==> config.mk <==
export PLATFORM = sky130hd
export DESIGN_NAME = mem_access_lsu
export DESIGN_NICKNAME = d
export VERILOG_FILES = /design/src/rtl/mem_access_lsu.sv
export SDC_FILE = /design/constraint.sdc
export NUM_CORES = 1
export LEC_CHECK = 0
export ABC_AREA = 1
export CORE_MARGIN = 5
export CORE_UTILIZATION = 25
export CTS_CLUSTER_SIZE = 14
export DETAILED_ROUTE_END_ITERATION = 16
export PLACE_DENSITY_LB_ADDON = 0.12
export SLEW_MARGIN = 10
export SYNTH_ARGS = -nofsm -noshare
export SYNTH_HDL_FRONTEND = slang
export SYNTH_SLANG_ARGS = --single-unit
==> constraint.sdc <==
create_clock -name i_clk -period 2.3 [get_ports i_clk]
set_input_delay 0.575 -clock i_clk [delete_from_list [all_inputs] [get_ports i_clk]]
set_output_delay 0.575 -clock i_clk [all_outputs]
set_load 0.02 [all_outputs]
==> src/rtl/mem_access_lsu.sv <==
`default_nettype none
// ============================================================================
// Module      : mem_access_lsu
// Description : Load/store memory-access stage sitting in front of the data
//               cache controller. Captures one load or store from execute,
//               aligns the address, builds a word-aligned store word with a
//               byte strobe, issues a single cache request, waits for the
//               response, then presents a sign/zero-extended load result.
// Revision    : 1.0 - initial release
//
// Optional    : MISALIGN_TRAP_EN - when defined, a misaligned access skips
//               the cache and pulses o_misalign. When undefined, o_misalign
//               is held at 0 and the access offset is forced to natural
//               alignment.
//
// Ports
//   i_clk, i_areset_n            clock, asynchronous active-low reset
//   i_valid/i_load/i_store       op handshake from execute
//   i_funct3, i_addr, i_wdata    access width/sign, byte address, store value
//   i_rd                         load destination register
//   o_stall                      hold execute
//   o_req, o_req_write, o_addr,
//   o_store_data, o_wstrb        cache request (held until i_req_ready)
//   i_req_ready                  cache accepts the request
//   i_data_valid, i_data         cache response
//   o_wb_valid, o_wb_rd,
//   o_wb_data                    one-cycle load writeback
//   o_misalign                   misaligned-access exception pulse
// ============================================================================
module mem_access_lsu #(
    parameter int ADDR_SIZE = 32,
    parameter int DATA_SIZE = 32,
    parameter int REG_BITS  = 5
) (
    input  logic                 i_clk,
    input  logic                 i_areset_n,
    input  logic                 i_valid,
    input  logic                 i_load,
    input  logic                 i_store,
    input  logic [2:0]           i_funct3,
    input  logic [ADDR_SIZE-1:0] i_addr,
    input  logic [DATA_SIZE-1:0] i_wdata,
    input  logic [REG_BITS-1:0]  i_rd,
    output logic                 o_stall,
    output logic                 o_req,
    output logic                 o_req_write,
    output logic [ADDR_SIZE-1:0] o_addr,
    output logic [DATA_SIZE-1:0] o_store_data,
    output logic [3:0]           o_wstrb,
    input  logic                 i_req_ready,
    input  logic                 i_data_valid,
    input  logic [DATA_SIZE-1:0] i_data,
    output logic                 o_wb_valid,
    output logic [REG_BITS-1:0]  o_wb_rd,
    output logic [DATA_SIZE-1:0] o_wb_data,
    output logic                 o_misalign
);

`ifdef MISALIGN_TRAP_EN
    localparam logic C_TRAP_EN = 1'b1;
`else
    localparam logic C_TRAP_EN = 1'b0;
`endif

    typedef enum logic [1:0] {
        S_IDLE = 2'd0,
        S_REQ  = 2'd1,
        S_RESP = 2'd2,
        S_DONE = 2'd3
    } state_t;

    state_t                 r_state_q,    w_state_d;
    logic [ADDR_SIZE-3:0]   r_waddr_q,    w_waddr_d;
    logic [2:0]             r_funct3_q,   w_funct3_d;
    logic [1:0]             r_off_q,      w_off_d;
    logic [REG_BITS-1:0]    r_rd_q,       w_rd_d;
    logic                   r_write_q,    w_write_d;
    logic [DATA_SIZE-1:0]   r_sdata_q,    w_sdata_d;
    logic [3:0]             r_wstrb_q,    w_wstrb_d;
    logic                   r_req_q,      w_req_d;
    logic                   r_wb_valid_q, w_wb_valid_d;
    logic [DATA_SIZE-1:0]   r_wb_data_q,  w_wb_data_d;
    logic                   r_misalign_q, w_misalign_d;

    // Capture-side decode of the live op
    logic                   w_accept;
    logic                   w_is_byte;
    logic                   w_is_half;
    logic                   w_misal;
    logic [1:0]             w_cap_off;
    logic [3:0]             w_cap_strb;
    logic [DATA_SIZE-1:0]   w_cap_data;

    // Response-side extraction
    logic [7:0]             w_ld_byte;
    logic [15:0]            w_ld_half;
    logic [DATA_SIZE-1:0]   w_ld_ext;

    assign w_accept = i_valid & (i_load | i_store);

    // Width decode: funct3[1:0] selects byte/half; everything else (including
    // the unsupported encodings) behaves as a full word.
    always_comb begin
        w_is_byte  = (i_funct3[1:0] == 2'b00);
        w_is_half  = (i_funct3[1:0] == 2'b01);
        w_misal    = 1'b0;
        w_cap_off  = 2'b00;
        w_cap_strb = 4'b1111;
        w_cap_data = i_wdata;
        if (w_is_byte) begin
            w_cap_off  = i_addr[1:0];
            w_cap_strb = 4'b0001 << i_addr[1:0];
            w_cap_data = {4{i_wdata[7:0]}};
        end else if (w_is_half) begin
            w_misal    = i_addr[0];
            // Low offset bit dropped: the half is forced onto its natural lane
            w_cap_off  = {i_addr[1], 1'b0};
            w_cap_strb = i_addr[1] ? 4'b1100 : 4'b0011;
            w_cap_data = {2{i_wdata[15:0]}};
        end else begin
            w_misal    = (i_addr[1:0] != 2'b00);
        end
    end

    // Load extraction always uses the captured offset/width, never the live
    // execute-stage inputs, which may already belong to the next op.
    always_comb begin
        case (r_off_q)
            2'd0:    w_ld_byte = i_data[7:0];
            2'd1:    w_ld_byte = i_data[15:8];
            2'd2:    w_ld_byte = i_data[23:16];
            default: w_ld_byte = i_data[31:24];
        endcase
        w_ld_half = r_off_q[1] ? i_data[31:16] : i_data[15:0];
        case (r_funct3_q)
            3'b000:  w_ld_ext = {{(DATA_SIZE-8){w_ld_byte[7]}}, w_ld_byte};
            3'b100:  w_ld_ext = {{(DATA_SIZE-8){1'b0}}, w_ld_byte};
            3'b001:  w_ld_ext = {{(DATA_SIZE-16){w_ld_half[15]}}, w_ld_half};
            3'b101:  w_ld_ext = {{(DATA_SIZE-16){1'b0}}, w_ld_half};
            default: w_ld_ext = i_data;
        endcase
    end

    // Next-state and next-output logic
    always_comb begin
        w_state_d    = r_state_q;
        w_waddr_d    = r_waddr_q;
        w_funct3_d   = r_funct3_q;
        w_off_d      = r_off_q;
        w_rd_d       = r_rd_q;
        w_write_d    = r_write_q;
        w_sdata_d    = r_sdata_q;
        w_wstrb_d    = r_wstrb_q;
        w_wb_data_d  = r_wb_data_q;
        w_req_d      = 1'b0;
        w_wb_valid_d = 1'b0;
        w_misalign_d = 1'b0;

        case (r_state_q)
            S_IDLE: begin
                if (w_accept) begin
                    w_waddr_d  = i_addr[ADDR_SIZE-1:2];
                    w_funct3_d = i_funct3;
                    w_off_d    = w_cap_off;
                    w_rd_d     = i_rd;
                    w_write_d  = i_store;
                    w_sdata_d  = w_cap_data;
                    w_wstrb_d  = w_cap_strb;
                    if (C_TRAP_EN && w_misal) begin
                        w_state_d    = S_DONE;
                        w_misalign_d = 1'b1;
                    end else begin
                        w_state_d = S_REQ;
                        w_req_d   = 1'b1;
                    end
                end
            end
            S_REQ: begin
                if (i_req_ready) begin
                    w_state_d = S_RESP;
                end else begin
                    w_req_d   = 1'b1;
                end
            end
            S_RESP: begin
                if (i_data_valid) begin
                    w_state_d = S_DONE;
                    if (!r_write_q) begin
                        w_wb_valid_d = 1'b1;
                        w_wb_data_d  = w_ld_ext;
                    end
                end
            end
            default: begin
                w_state_d = S_IDLE;
            end
        endcase
    end

    always_ff @(posedge i_clk or negedge i_areset_n) begin
        if (!i_areset_n) begin
            r_state_q    <= S_IDLE;
            r_waddr_q    <= '0;
            r_funct3_q   <= '0;
            r_off_q      <= '0;
            r_rd_q       <= '0;
            r_write_q    <= 1'b0;
            r_sdata_q    <= '0;
            r_wstrb_q    <= '0;
            r_req_q      <= 1'b0;
            r_wb_valid_q <= 1'b0;
            r_wb_data_q  <= '0;
            r_misalign_q <= 1'b0;
        end else begin
            r_state_q    <= w_state_d;
            r_waddr_q    <= w_waddr_d;
            r_funct3_q   <= w_funct3_d;
            r_off_q      <= w_off_d;
            r_rd_q       <= w_rd_d;
            r_write_q    <= w_write_d;
            r_sdata_q    <= w_sdata_d;
            r_wstrb_q    <= w_wstrb_d;
            r_req_q      <= w_req_d;
            r_wb_valid_q <= w_wb_valid_d;
            r_wb_data_q  <= w_wb_data_d;
            r_misalign_q <= w_misalign_d;
        end
    end

    // Stall must rise in the capture cycle itself, so it combines state with
    // the live handshake.
    assign o_stall      = (r_state_q == S_REQ) || (r_state_q == S_RESP) ||
                          ((r_state_q == S_IDLE) && w_accept);
    assign o_req        = r_req_q;
    assign o_req_write  = r_write_q;
    assign o_addr       = {r_waddr_q, 2'b00};
    assign o_store_data = r_sdata_q;
    assign o_wstrb      = r_wstrb_q;
    assign o_wb_valid   = r_wb_valid_q;
    assign o_wb_rd      = r_rd_q;
    assign o_wb_data    = r_wb_data_q;
    assign o_misalign   = r_misalign_q;

`ifndef SYNTHESIS
    // The cache never answers a request it has not yet accepted.
    a_no_early_data: assert property (@(posedge i_clk) disable iff (!i_areset_n)
        (r_state_q == S_REQ) |-> !i_data_valid);
`endif

endmodule
`default_nettype wire

## Yosys cells after proc, flatten, opt, wreduce, memory -nomap -nowiden

Cells that the tools add are included.

| storage, ports and cells | value |
|---|---|
| bits of input ports | 111 |
| word-level logic and storage cells | 56 |
| output and inout port bits | 110 |
| flip-flop bits (word level) | 113 |

| operators by class | value |
|---|---|
| reductions and logical operators | 10 |
| shift-type cells | 1 |
| equality and inequality tests | 11 |
| muxes and demuxes | 20 |
| bitwise operators | 3 |

Operators with widths:

| kind | number |
|---|---|
| one-hot mux 32 bit (4 select lines) | 1 |
| two-way mux 32 bit | 2 |
| one-hot mux 8 bit (3 select lines) | 1 |
| two-way mux 16 bit | 1 |
| two-way mux 4 bit | 3 |
| two-way mux 2 bit | 5 |
| equality test 2 x 1 -> 1 bit, second input constant | 3 |
| equality test 3 bit, second input constant | 2 |
| logical NOT 2 bit | 3 |
| != test 2 bit, second input constant | 3 |
| one-hot mux 2 bit (3 select lines) | 1 |
| AND reduction 3 bit | 2 |
| two-way mux 1 bit | 5 |
| equality test 2 bit, second input constant | 2 |
| left shift 1 x 2 -> 4 bit, first input constant | 1 |
| equality test 3 x 1 -> 1 bit, second input constant | 1 |
| logical NOT 3 bit | 1 |
| logical OR 1 bit | 2 |
| one-hot mux 1 bit (2 select lines) | 1 |
| AND reduction 2 bit | 1 |
| bitwise AND 1 bit | 1 |
| logical AND 1 bit | 1 |
| inverter 1 bit | 1 |
| OR 1 bit | 1 |

## Depth between registers and ports, before layout

| depth | value |
|---|---|
| depth after elaboration | 4 |
| depth in mapped cells | 10 |
| gate-level depth less buffers | 9 |

## Worst setup path before layout

OpenSTA, ideal clock, no wires.

| path | value |
|---|---|
| path kind | input port to output port |
| start point | input i_store |
| end point | output o_stall |
| data required time | 1,725 ps |
| arrival time | 1,310 ps |
| buffers on the path | 2 |
| path slack | 415 ps |
| cell stages on the path | 6 |
| cells stage by stage | o21ai_1 -> inv_1 -> nand2_2 -> buf_4 -> buf_4 -> nand2_1 |

| between the ends | value |
|---|---|
| cells in the longest elaborated chain, start to end | 4 |

RTL lines:

| what | RTL line | text |
|---|---|---|
| start, declared | 39 | `input logic i_store,` |
| OR 1 bit | 99 | `assign w_accept = i_valid & (i_load \| i_store);` |
| bitwise AND 1 bit | 99 |  |
| logical AND 1 bit | 233 | `((r_state_q == S_IDLE) && w_accept);` |
| logical OR 1 bit | 232 | `assign o_stall = (r_state_q == S_REQ) \|\| (r_state_q == S_RESP) \|\|` |
| end, declared | 44 | `output logic o_stall,` |

Every way passes these cells.

## Worst setup path in the final report

Same ends and word-level chain as after synthesis.

==> run metrics <==
power density over the cells=around 1400 nW/um^2; CTS Buf Count=17; Placed Cells=1117; Clk Latency, worst-skew pair=just over 0.4 ns; XOR/XNOR Fraction of Synth Area=0%; via count of the first global-routing pass=between 5k and 6k; via count=between 4k and 5k; sort of element at the start of the critical path=input pin; final count of pins violating max slew=0; I/O pin cnt=roughly 220; GPL Wtd Cong=between 0.7 and 0.8; Synthesis Warnings=0; GRT Total Usage=around 15%; Site Rows=53; largest net degree at the start of global routing=55; top cell family by delay on the critical path=buffers and inverters; average wire per cell in the routed design=15.9 um; cell accounting for the most synthesized area=sky130_fd_sc_hd__dfrtp_1; timing-limited maximum frequency=451 MHz; area enclosed by the die boundary=24100 um^2; Cell Area, Placed=about 7700 um^2; fraction of synthesized cell area taken by the top area cell type=between 50% and 60%; number of clock sinks seen by CTS=between 100 and 150; Final Net Count=975; number of endpoints with negative hold slack in the final report=0; Syn Area/Cell=between 8 and 9 um^2; number of nets with antenna violations after detailed routing=0; Starting Density=about 25%; adder-cell area share of the yosys netlist=less than 1%; clock-pin slew on the worst setup and hold paths=around 0.060 ns; area added between synthesis and finish=57.6%; IR Drop Worst-Case VDD=about 0.48 mV; post-detail-place hpwl=13.2 mm; minimum clock period after layout=roughly 2.2 ns; actual transition at the worst max-transition pin=roughly 0.7 ns; type of the tightest min-delay check=in2async; cell at the root of the clock tree=sky130_fd_sc_hd__clkbuf_16; portion of netlist area occupied by mux cells=0%; die width=155 um; hold-fix buffers at CTS=0; fin cells=roughly 1.2k; leading cell types in the layout, fill and taps excluded=288 x sky130_fd_sc_hd__nand2_1, 215 x sky130_fd_sc_hd__clkdlybuf4s50_1, 113 x sky130_fd_sc_hd__dfrtp_1; Total Power Consumption=around 12 mW; initial DRC count=235; critical path arrival=1.64 ns; CP Buf/Inv Count=3; power share of the sequential group=a little under a third; Total Wirelength=roughly 18 mm; maximum level of the CTS H-tree=4; clock tree from TritonCTS=yes; fraction of power consumed by combinational cells=47.8%; input/output buffers=217; Worst path slowest cell=sky130_fd_sc_hd__clkdlybuf4s50_1; maximum count of clock buffers along a single path=2; cell-by-cell listing of the critical path=clkdlybuf4s50_1 > o21ai_2 > inv_1 > nand2_2 > nand2_1 > dlygate4sd2_1; simple-gate share of the synthesized area=between 20% and 30%; type of element capturing the critical path=output port; commonest non-fill, non-tap cell in the layout=sky130_fd_sc_hd__nand2_1; Netlist cell types=30; total iterations of the first detailed-routing run=6; Post-Syn Area=5270 um^2; compound-gate portion of the synthesized area=11.5%; final worst clock skew=a little under 0.007 ns; Leakage Power=a little under 4 nW; height of the die=about 160 um; final count of negative-setup-slack endpoints=0; type of the worst setup path=in2out; delay of the slowest cell on the worst path=between 0.4 and 0.5 ns; first-pass GRT wire length=roughly 29 mm; Worst Hold Slack=0.122 ns; Net Switching=roughly 4.8 mW; largest family of logic cells by synthesized area=simple AND/OR/NAND/NOR gates; Slew HR=around 54%; P_int=~6.9 mW; cell types with the largest area share after synthesis=sky130_fd_sc_hd__dfrtp_1 54%, sky130_fd_sc_hd__nand2_1 21%, sky130_fd_sc_hd__a21oi_1 4.1%, sky130_fd_sc_hd__o21ai_0 3.4%, sky130_fd_sc_hd__nand3_1 2.7%; Final Util=just under 40%; RSZ-0062 raised after global routing=no; synthesized flop and latch total=about 110; maximum fanout along the worst path=2; number of antenna violations at the first check in global routing=0; Filler cells=2157; DRC violation count after routing=0; Critical Path RT=roughly 1.7 ns; register area share after synthesis=around 54%; switching power as a share of total power=40.9%; power share of the clock group=between 20% and 30%; fin crit share=between 90% and 100%; run status=completed; fraction of layout instances using a drive strength above 1=8.35%; vias per std cell=~4.3; overflow left after global routing=0; Max Cap Viol=0; number of cells produced by synthesis=between 600 and 700; post-route cell area=8300 um^2; core region area=approximately 21000 um^2
==> stage by stage <==
stage,worst slack [ns],setup TNS [ns]
global route,0.0158,0
global placement,-0.183,-8.82
finish,0.0820,0
floorplan,0.415,0
CTS,0.0602,0
detailed placement,-0.192,-9.55
==> per-layer routing <==
metal  track usage (%)  wire length (um)  vias to the layer above  share of wire [%]
met5                 0                 0                        -                  0
met4              4.71               278                        0                1.5
met2              23.0              8100                      184                 44
met1              19.3              7820                     2291                 43
met3              6.95              2090                       15                 11
li1                  -                 -                     2488                  -
==> logic make-up (layout without fill, tap and decap cells) <==
kind of cell / Yosys count / count (layout)
flops: 113 / 113
other cells: 1 / 4
buf+inv: 63 / 289
fa+ha+maj: 3 / 3
compound gates: 105 / 105
simple gates: 361 / 361
==> worst reg2reg max path: cells and delay by family, from the launching register on <==
kind	cells	cell delay (ns)
adders and majority gates	1	0.23
and+or+nand+nor	1	0.08
DFF	1	0.37
buffers and inverters	4	0.88
AOI/OAI and AO/OA	1	0.26
==> what timing repair did <==
item | CTS | global route
gates resized for setup | 1 | 1
endpoints found under the hold margin | 0 | 0
setup buffers | 0 | 0
setup endpoints to repair | 1 | 1
==> cells in the mapped netlist <==
library cell               count
sky130_fd_sc_hd__nor2_1       33
sky130_fd_sc_hd__ha_1          3
sky130_fd_sc_hd__a21oi_4       1
sky130_fd_sc_hd__nor3_1        1
sky130_fd_sc_hd__buf_2        18
sky130_fd_sc_hd__conb_1        1
sky130_fd_sc_hd__inv_2         3
sky130_fd_sc_hd__o21ai_0      36
sky130_fd_sc_hd__nand3_2       1
sky130_fd_sc_hd__nand3_1      28
sky130_fd_sc_hd__dfrtp_1     113
sky130_fd_sc_hd__or2_1         1
sky130_fd_sc_hd__inv_1        20
sky130_fd_sc_hd__buf_6         4
sky130_fd_sc_hd__o22ai_1       1
sky130_fd_sc_hd__nand2_2       4
sky130_fd_sc_hd__o21a_1        6
sky130_fd_sc_hd__clkbuf_1      7
sky130_fd_sc_hd__nand2_4       3
sky130_fd_sc_hd__inv_8         1
sky130_fd_sc_hd__a21oi_1      43
sky130_fd_sc_hd__nand2_1     288
sky130_fd_sc_hd__o211ai_1      8
sky130_fd_sc_hd__a21oi_2       9
sky130_fd_sc_hd__buf_12        1
sky130_fd_sc_hd__nor2_4        2
sky130_fd_sc_hd__inv_6         1
sky130_fd_sc_hd__o21ai_1       1
sky130_fd_sc_hd__buf_4         7
sky130_fd_sc_hd__clkinv_1      1
==> path summary, 6_finish.rpt <==
path | from | to | slack [ns] | cells after the start
min | i_areset_n | o_wb_data[24]$_DFFE_PN0P_ | 0.12 | 1
max | i_store | o_stall | 0.08 | 6
max in group asynchronous | i_areset_n | r_waddr_q[26]$_DFFE_PN0P_ | 1.55 | 2
min reg2reg | r_waddr_q[10]$_DFFE_PN0P_ | r_waddr_q[10]$_DFFE_PN0P_ | 0.48 | 2
min in group i_clk | r_waddr_q[10]$_DFFE_PN0P_ | r_waddr_q[10]$_DFFE_PN0P_ | 0.48 | 2
max reg2reg | r_state_q[0]$_DFFE_PN0P_ | o_store_data[15]$_DFFE_PN0P_ | 0.36 | 7
==> registers in the layout (all words and copies together) (netlist names) <==
signal,count
o_req_write,1
o_store_data,32
o_wb_valid,1
r_off_q,2
r_state_q,2
o_req,1
o_wb_data,32
o_wstrb,4
o_wb_rd,5
r_waddr_q,30
r_funct3_q,3
==> cell type report <==
type / count / area (um^2) / share of cell area [%]
clock buffers: 17 / 425 / 5.12
diodes: 1 / 2.50 / 0.0301
flip-flops and latches: 113 / 2830 / 34.1
multi-input cells: 472 / 2110 / 25.4
clock inverters: 15 / 149 / 1.79
inverters: 26 / 110 / 1.33
well taps: 275 / 344 / 4.14
repair buffers: 231 / 2340 / 28.1
==> power by group through the flow <==
| stage | Sequential [mW] | Clock, mW | Combinational (mW) |
|---|---|---|---|
| finish | 3.54 | 2.58 | 5.59 |
| global route | 3.68 | 2.75 | 6.09 |
| CTS | 3.55 | 2.66 | 5.69 |
| detailed placement | 3.55 | 0 | 5.69 |
| global placement | 3.57 | 0 | 5.68 |
| floorplan | 4.49 | 0 | 2.09 |
Power figures use the tool's default switching activity.
